[src/rtl/pipeline_issue_ctrl.sv]
// Issue/stall controller for the 5-stage ALU pipeline: per-register pending-write scoreboard,
// RAW/WAW stall generation and start/done sequencing of the shared multi-cycle MUL/DIV unit.
module pipeline_issue_ctrl #(
    parameter  int NREG       = 16,
    parameter  int WB_BYPASS  = 1,
    parameter  int MD_TIMEOUT = 64,
    parameter  int CNT_W      = 16,
    localparam int RW         = $clog2(NREG),
    localparam int TMO_W      = $clog2(MD_TIMEOUT)
) (
    input  logic             clk,
    input  logic             rst,
    input  logic             id_valid,
    input  logic [3:0]       id_opcode,
    input  logic [RW-1:0]    id_rs,
    input  logic [RW-1:0]    id_rt,
    input  logic             wb_valid,
    input  logic [RW-1:0]    wb_rd,
    input  logic             md_done,
    output logic             issue,
    output logic             stall,
    output logic             md_start,
    output logic             md_busy,
    output logic             md_err,
    output logic [NREG-1:0]  pend_mask,
    output logic [CNT_W-1:0] stall_cnt
);

    typedef enum logic {
        MD_IDLE = 1'b0,
        MD_RUN  = 1'b1
    } md_state_e;

    md_state_e        state_q, state_d;
    logic [NREG-1:0]  pend_q, pend_d;
    logic [TMO_W-1:0] tmo_q, tmo_d;
    logic [RW-1:0]    md_dest_q, md_dest_d;
    logic             md_err_q, md_err_d;
    logic [CNT_W-1:0] stall_cnt_q, stall_cnt_d;
    logic             rs_rdy, rt_rdy, op_md, op_legal, tmo_hit;

    // Same-cycle issue decision; a writeback this cycle makes its register ready when bypassing.
    always_comb begin
        op_md    = (id_opcode == 4'd2) || (id_opcode == 4'd3);
        op_legal = (id_opcode <= 4'd3);
        rs_rdy   = ~pend_q[id_rs] | ((WB_BYPASS != 0) & wb_valid & (wb_rd == id_rs));
        rt_rdy   = ~pend_q[id_rt] | ((WB_BYPASS != 0) & wb_valid & (wb_rd == id_rt));
        if (rst) begin
            issue    = 1'b0;
            stall    = 1'b0;
            md_start = 1'b0;
        end else begin
            issue    = id_valid & rs_rdy & rt_rdy & ~(op_md & md_busy);
            stall    = id_valid & ~issue;
            md_start = issue & op_md;
        end
    end

    // MD sequencer state register.
    always_ff @(posedge clk) begin
        if (rst) begin
            state_q <= MD_IDLE;
        end else begin
            state_q <= state_d;
        end
    end

    // MD sequencer next state; md_done while idle is simply not looked at.
    always_comb begin
        state_d = state_q;
        case (state_q)
            MD_IDLE: begin
                if (md_start) state_d = MD_RUN;
                else          state_d = MD_IDLE;
            end
            MD_RUN: begin
                if (md_done || tmo_hit) state_d = MD_IDLE;
                else                    state_d = MD_RUN;
            end
            default: state_d = MD_IDLE;
        endcase
    end

    // MD sequencer outputs; a done arriving on the last allowed cycle is a normal completion.
    always_comb begin
        md_busy = (state_q == MD_RUN);
        tmo_hit = md_busy & ~md_done & (tmo_q == TMO_W'(MD_TIMEOUT - 1));
    end

    // Scoreboard, timeout counter, error flag and stall counter next values.
    always_comb begin
        pend_d = pend_q;
        if (wb_valid) begin
            pend_d[wb_rd] = 1'b0;
        end else begin
            pend_d = pend_q;
        end
        if (tmo_hit) begin
            pend_d[md_dest_q] = 1'b0;
        end else begin
            pend_d = pend_d;
        end
        // Applied last so a set beats a clear of the same register in the same cycle.
        if (issue && op_legal) begin
            pend_d[id_rs] = 1'b1;
        end else begin
            pend_d = pend_d;
        end

        if (md_busy) tmo_d = tmo_q + {{(TMO_W-1){1'b0}}, 1'b1};
        else         tmo_d = {TMO_W{1'b0}};

        if (md_start) md_dest_d = id_rs;
        else          md_dest_d = md_dest_q;

        md_err_d = md_err_q | tmo_hit;

        if (stall && (stall_cnt_q != {CNT_W{1'b1}})) begin
            stall_cnt_d = stall_cnt_q + {{(CNT_W-1){1'b0}}, 1'b1};
        end else begin
            stall_cnt_d = stall_cnt_q;
        end
    end

    // Datapath registers.
    always_ff @(posedge clk) begin
        if (rst) begin
            pend_q      <= {NREG{1'b0}};
            tmo_q       <= {TMO_W{1'b0}};
            md_dest_q   <= {RW{1'b0}};
            md_err_q    <= 1'b0;
            stall_cnt_q <= {CNT_W{1'b0}};
        end else begin
            pend_q      <= pend_d;
            tmo_q       <= tmo_d;
            md_dest_q   <= md_dest_d;
            md_err_q    <= md_err_d;
            stall_cnt_q <= stall_cnt_d;
        end
    end

    assign pend_mask = pend_q;
    assign md_err    = md_err_q;
    assign stall_cnt = stall_cnt_q;

endmodule
[config.mk]
export PLATFORM = sky130hd
export DESIGN_NAME = pipeline_issue_ctrl
export DESIGN_NICKNAME = d
export VERILOG_FILES = /design/src/rtl/pipeline_issue_ctrl.sv
export SDC_FILE = /design/constraint.sdc
export NUM_CORES = 1
export LEC_CHECK = 0
export ABC_CLOCK_PERIOD_IN_PS = 2300
export CAP_MARGIN = 20
export CORE_MARGIN = 2
export CORE_UTILIZATION = 40
export CTS_CLUSTER_DIAMETER = 200
export DETAILED_ROUTE_END_ITERATION = 12
export MAX_ROUTING_LAYER = met4
export PLACE_DENSITY = 0.74
export RECOVER_POWER = 25
export SLEW_MARGIN = 20
export SYNTH_ARGS = -nofsm -noshare
export SYNTH_HDL_FRONTEND = slang
export SYNTH_SLANG_ARGS = --single-unit
[constraint.sdc]
create_clock -name clk -period 2.3 [get_ports clk]
set_input_delay 0.46 -clock clk [delete_from_list [all_inputs] [get_ports clk]]
set_output_delay 0.46 -clock clk [all_outputs]
set_load 0.03 [all_outputs]
Word level (Yosys, flattened, before mapping)
Index checks and enable logic that the tools add are counted.
{ "word_totals": {"ff_bits": 44, "latchBits": 0, "ramBits": 0, "romBits": 0, "n_memories": 0} }
{ "op_classes": {"n_addsub": 2, "multipliers": 0, "n_div": 0, "magnitude_cmp": 8, "n_eq_ne": 6, "n_shift": 0, "muxes": 19, "n_bitwise": 24, "reduce_logical": 8} }
{ "ops": {"columns": ["operator", "count"], "rows": [
  ["two-way mux 16 bit", 3],
  ["AND 16 bit", 2],
  ["NOT 16 bit", 2],
  ["< comparator 4 x 5 -> 1 bit, second input constant", 4],
  ["adder 16 x 1 -> 16 bit, second input constant", 1],
  ["!= test 16 bit, second input constant", 1],
  ["OR 16 bit", 1],
  ["demux 1 bit (select 4 bit)", 3],
  ["greater-or-equal comparator 4 x 1 -> 1 bit, second input constant", 3],
  ["AND 1 bit", 10],
  ["two-way mux 1 bit", 10],
  ["binary-select mux 1 bit (select 4 bit)", 2],
  ["equality test 4 x 2 -> 1 bit, second input constant", 2],
  ["equality test 4 bit", 2],
  ["adder 6 x 1 -> 6 bit, second input constant", 1],
  ["equality test 6 bit, second input constant", 1],
  ["NOT 1 bit", 6],
  ["logical AND 1 bit", 5],
  ["less-or-equal comparator 4 x 2 -> 1 bit, second input constant", 1],
  ["OR 1 bit", 3],
  ["logical OR 1 bit", 2],
  ["one-hot mux 1 bit (2 select lines)", 1],
  ["OR reduction 2 bit", 1]
]} }

Logic depth before layout (Yosys ltp)
{ "logic_depth": {"word_depth": 11, "ltp_mapped": 9, "depth_no_buf": 7} }

Least setup slack after synthesis
No wires, ideal clock.
{ "synth_path": {"path_type": "in2out", "start": "in id_rt[1]", "end": "out stall", "arrival_ns": 2.110, "required_ns": 1.840, "path_slack_ns": -0.270, "cell_stages": 8, "n_path_buf": 3, "path_cell_list": "buf_6 mux2i_1 mux4_2 nand3b_1 a32oi_1 buf_2 buf_2 nor2_1"} }
{ "synth_between": {"elab_chain_len": 9, "word_cells_on_any_way": 11} }
{ "synth_rtl": {"columns": ["item", "line_no", "text"], "rows": [
  ["start: declaration", "16", "input logic [RW-1:0] id_rt,"],
  ["binary-select mux 1 bit (select 4 bit)", "47", "rt_rdy = ~pend_q[id_rt] | ((WB_BYPASS != 0) & wb_valid & (wb_rd == id_rt));"],
  ["two-way mux 1 bit (not written as such)", "47", null],
  ["NOT 1 bit", "47", null],
  ["OR 1 bit *", "47", null],
  ["AND 1 bit * (2 in a row)", "53", "issue = id_valid & rs_rdy & rt_rdy & ~(op_md & md_busy);"],
  ["NOT 1 bit *", "54", "stall = id_valid & ~issue;"],
  ["AND 1 bit *", "54", null],
  ["two-way mux 1 bit *", "48", "if (rst) begin"],
  ["end: declaration", "21", "output logic stall,"]
]} }
Every way passes the cells marked *; elsewhere a longest branch is shown, timed or not. The select of a mux whose other input is x is not followed.

Final worst setup path
{ "layout_path": {"start": "reg pend_q[5], in the netlist pend_mask[5]", "end": "out issue"} }
{ "layout_between": {"elab_chain_len": 8, "word_cells_on_any_way": 12} }
{ "layout_rtl": {"columns": ["item", "line_no", "text"], "rows": [
  ["start: declaration", "35", "logic [NREG-1:0] pend_q, pend_d;"],
  ["start signal: assignment", "128", "pend_q <= {NREG{1'b0}};"],
  ["start signal: assignment", "134", "pend_q <= pend_d;"],
  ["binary-select mux 1 bit (select 4 bit)", "46", "rs_rdy = ~pend_q[id_rs] | ((WB_BYPASS != 0) & wb_valid & (wb_rd == id_rs));"],
  ["two-way mux 1 bit (not written as such)", "46", null],
  ["NOT 1 bit", "46", null],
  ["OR 1 bit", "46", null],
  ["AND 1 bit", "53", null],
  ["AND 1 bit * (2 in a row)", "53", null],
  ["two-way mux 1 bit *", "48", null],
  ["end: declaration", "20", "output logic issue,"]
]} }
Marks and branches as above.

==> results.sh <==
export IMPL_wirelength_um=9389
export IMPL_cts_hold_buf=0
export IMPL_clock_sinks=44
export IMPL_crit_required_ns=1.84
export IMPL_grt_total_usage_pct=24.17
export IMPL_die_area_mm2=0.007200
export IMPL_coreArea_mm2=0.006350
export IMPL_clockBufferDepth=2
export IMPL_num_rows=29
export IMPL_switching_power_w=0.0004746
export IMPL_drive_above_1_share_pct=40.67
export IMPL_nNetsFinal=440
export IMPL_hold_path_class="reg2reg"
export IMPL_num_vias=2928
export IMPL_critPathMaxFanout=4
export IMPL_post_place_ws_ns=-1.035
export IMPL_ant_nets=0
export IMPL_dp_hpwl_um=6040
export IMPL_switching_share_pct=27.30
export IMPL_stdcell_area_mm2=0.004225
export IMPL_asyncSetResetFlopFracSynth_pct=0
export IMPL_syn_to_final_growth_pct=61.58
export IMPL_hold_viol=0
export IMPL_run_status="complete, but fails checks"
export IMPL_synth_fp_nets=322
export IMPL_die_y_um=84.86
export IMPL_skew_ns=0.01165
export IMPL_gp_congestion=0.9409
export IMPL_die_x_um=84.86
export IMPL_synth_cells=299
export IMPL_top_level_ports=58
export IMPL_clk_latency_ns=0.31
export IMPL_layout_common_cells="buf_4, clkdlybuf4s50_1, dfxtp_1"
export IMPL_ir_worst_vdd_mv=0.2557
export IMPL_drtPass1Iterations=5
export IMPL_path_class="reg2out"
export IMPL_initial_utilization_pct=41.18
export IMPL_drv_slew=0
export IMPL_fin_crit_ns=2.615
export IMPL_htree_levels=2
export IMPL_seqPwrFrac_pct=44.5
export IMPL_routed_via_density=5.915
export IMPL_fillers=452
export IMPL_grt_pass1_vias=2780
export IMPL_setup_viol_count_final=24
export IMPL_numCtsBuffers=5
export IMPL_synth_edf_count=0
export IMPL_combPwrFrac_pct=20.5
export IMPL_synth_warnings=0
export IMPL_synth_area_per_cell_um2=8.746
export IMPL_placed_cell_area_mm2=0.003631
export IMPL_power_density_mw_per_mm2=411.5
export IMPL_start_kind="flip-flop"
export IMPL_max_slew_worst_pin_slew_ns=0.3783
export IMPL_drc=0
export IMPL_worstPathArrival_ns=2.15
export IMPL_ys_seq_area_share_pct=33.68
export IMPL_diodes=0
export IMPL_endpoint_kind="output pin"
export IMPL_grt_pass1_wl_um=13700
export IMPL_clkTransAtPathRegs_ns=0.10
export IMPL_cts_tree="built"
export IMPL_synthDistinctLibCells=44
export IMPL_antenna_found_initial=0
export IMPL_grt_max_degree=29
export IMPL_rsz0062_at_grt="yes"
export IMPL_wl_per_cell_um=18.97
export IMPL_fin_ws_ns=-0.3148
export IMPL_numPortBuffers=56
export IMPL_root_buffer="clkbuf_8"
export IMPL_drtIter0Drc=237
export IMPL_violations="negative setup slack"
export IMPL_synth_seq_cells=44
export IMPL_cap_violations=0
export IMPL_max_slew_margin_rel_pct=74.75
export IMPL_p_clk_share_pct=35.1
export IMPL_period_share_pct=113.7
export IMPL_max_freq_mhz=382.4
export IMPL_ys_flop_type="dfxtp_1"
export IMPL_layout_commonest_cell="buf_4"
export IMPL_syn_area_mm2=0.002615
export IMPL_p_leak_nw=1.714
export IMPL_intPower_w=0.001264
export IMPL_grt_ovfl_total=0
kinds of logic (layout without fill, tap and decap cells):
group,count (synthesis),in the layout,synth area share [%]
flops,44,44,33.68
xor+xnor,12,12,4.019
fa+ha+maj,2,2,0.9568
mux,22,22,11.96
simple gates,123,123,25.26
buf+inv,30,149,4.880
compound gates,66,66,19.23
power groups by stage:
stage	clock network (W)	logic (W)	registers (W)
global route	0.000634	0.000375	0.000774
floorplan	0	0.000136	0.000795
detailed placement	0	0.000256	0.000791
global placement	0	0.000251	0.000791
CTS	0.000609	0.000286	0.000773
finish	0.000610	0.000356	0.000773
per-stage QoR:
stage | cells | utilization [%] | hold slack [ns] | power (W) | TNS (ns)
floorplan | 299 | - | 0.4176 | 0.0009312 | -0.1304
global placement | 464 | 57.18 | 0.4324 | 0.001042 | -28.56
detailed placement | 464 | 57.18 | 0.4481 | 0.001048 | -31.53
CTS | 487 | 61.97 | 0.4682 | 0.001669 | -1.632
global route | 495 | 66.54 | 0.4916 | 0.001783 | -5.572
finish | 495 | 66.54 | 0.4608 | 0.001739 | -3.562
path summary, 6_finish.rpt:
kind	from	to	cells past startpoint	slack, ns
worst max-delay path	pend_mask[5]$_SDFF_PP0_	issue	8	-0.31
worst min-delay path	tmo_q[0]$_SDFF_PP0_	tmo_q[0]$_SDFF_PP0_	1	0.46
worst max register to register	pend_mask[9]$_SDFF_PP0_	stall_cnt[9]$_SDFFE_PP0P_	10	-0.24
worst min register to register	tmo_q[0]$_SDFF_PP0_	tmo_q[0]$_SDFF_PP0_	1	0.46
cells in the mapped netlist, types with 7 or more instances:
library cell,instances,area [µm²]
nand4_1,7,43.79
a21oi_1,15,75.07
o31ai_1,12,90.09
nor2b_1,9,56.30
o2111ai_1,8,70.07
nor2_1,20,75.07
clkbuf_1,17,63.81
dfxtp_1,44,880.8
nand3_1,16,80.08
a31o_2,10,87.58
and3_1,12,75.07
mux4_2,7,157.7
nand2b_1,10,62.56
nand2_1,19,71.32
mux2i_1,11,110.1
xor2_1,7,61.31
metal layers:
metal  wire length (µm)  track usage (%)  up-vias
met5                  0                -        -
met4                184            6.782        0
met3                616            3.988       19
met2               4733            39.01      123
met1               3855            31.49     1434
li1                   -                -     1352
registers in the layout, indices dropped and copies added, names as in the netlist:
name / cells
tmo_q: 6
stall_cnt: 16
pend_mask: 16
md_dest_q: 4
md_err: 1
md_busy: 1
critical path, stage by stage (launching register included):
cell and delay (ns):
dfxtp_2 0.36, mux4_2 0.45, mux2i_1 0.14, nand3_1 0.14, a32oi_2 0.31, buf_6 0.19
nand2_8 0.07, clkinv_8 0.06, buf_8 0.11
area by class of cell:
class | count | area [µm²] | area share (%)
Inverter | 6 | 40.04 | 0.9476
Clock inverter | 3 | 42.54 | 1.007
Timing Repair Buffer | 135 | 1236 | 29.26
Clock buffer | 5 | 68.82 | 1.629
Multi-Input combinational cell | 225 | 1841 | 43.56
Tap cell | 77 | 96.34 | 2.280
Sequential cell | 44 | 900.9 | 21.32
timing repair:
item                       4_1_cts  5_1_grt
setup buffers                   15       12
setup endpoints to repair       40       31
pin swaps                       23       22
cloned                           0        0
resized for setup               52       62
Power figures use the tool's default switching activity.
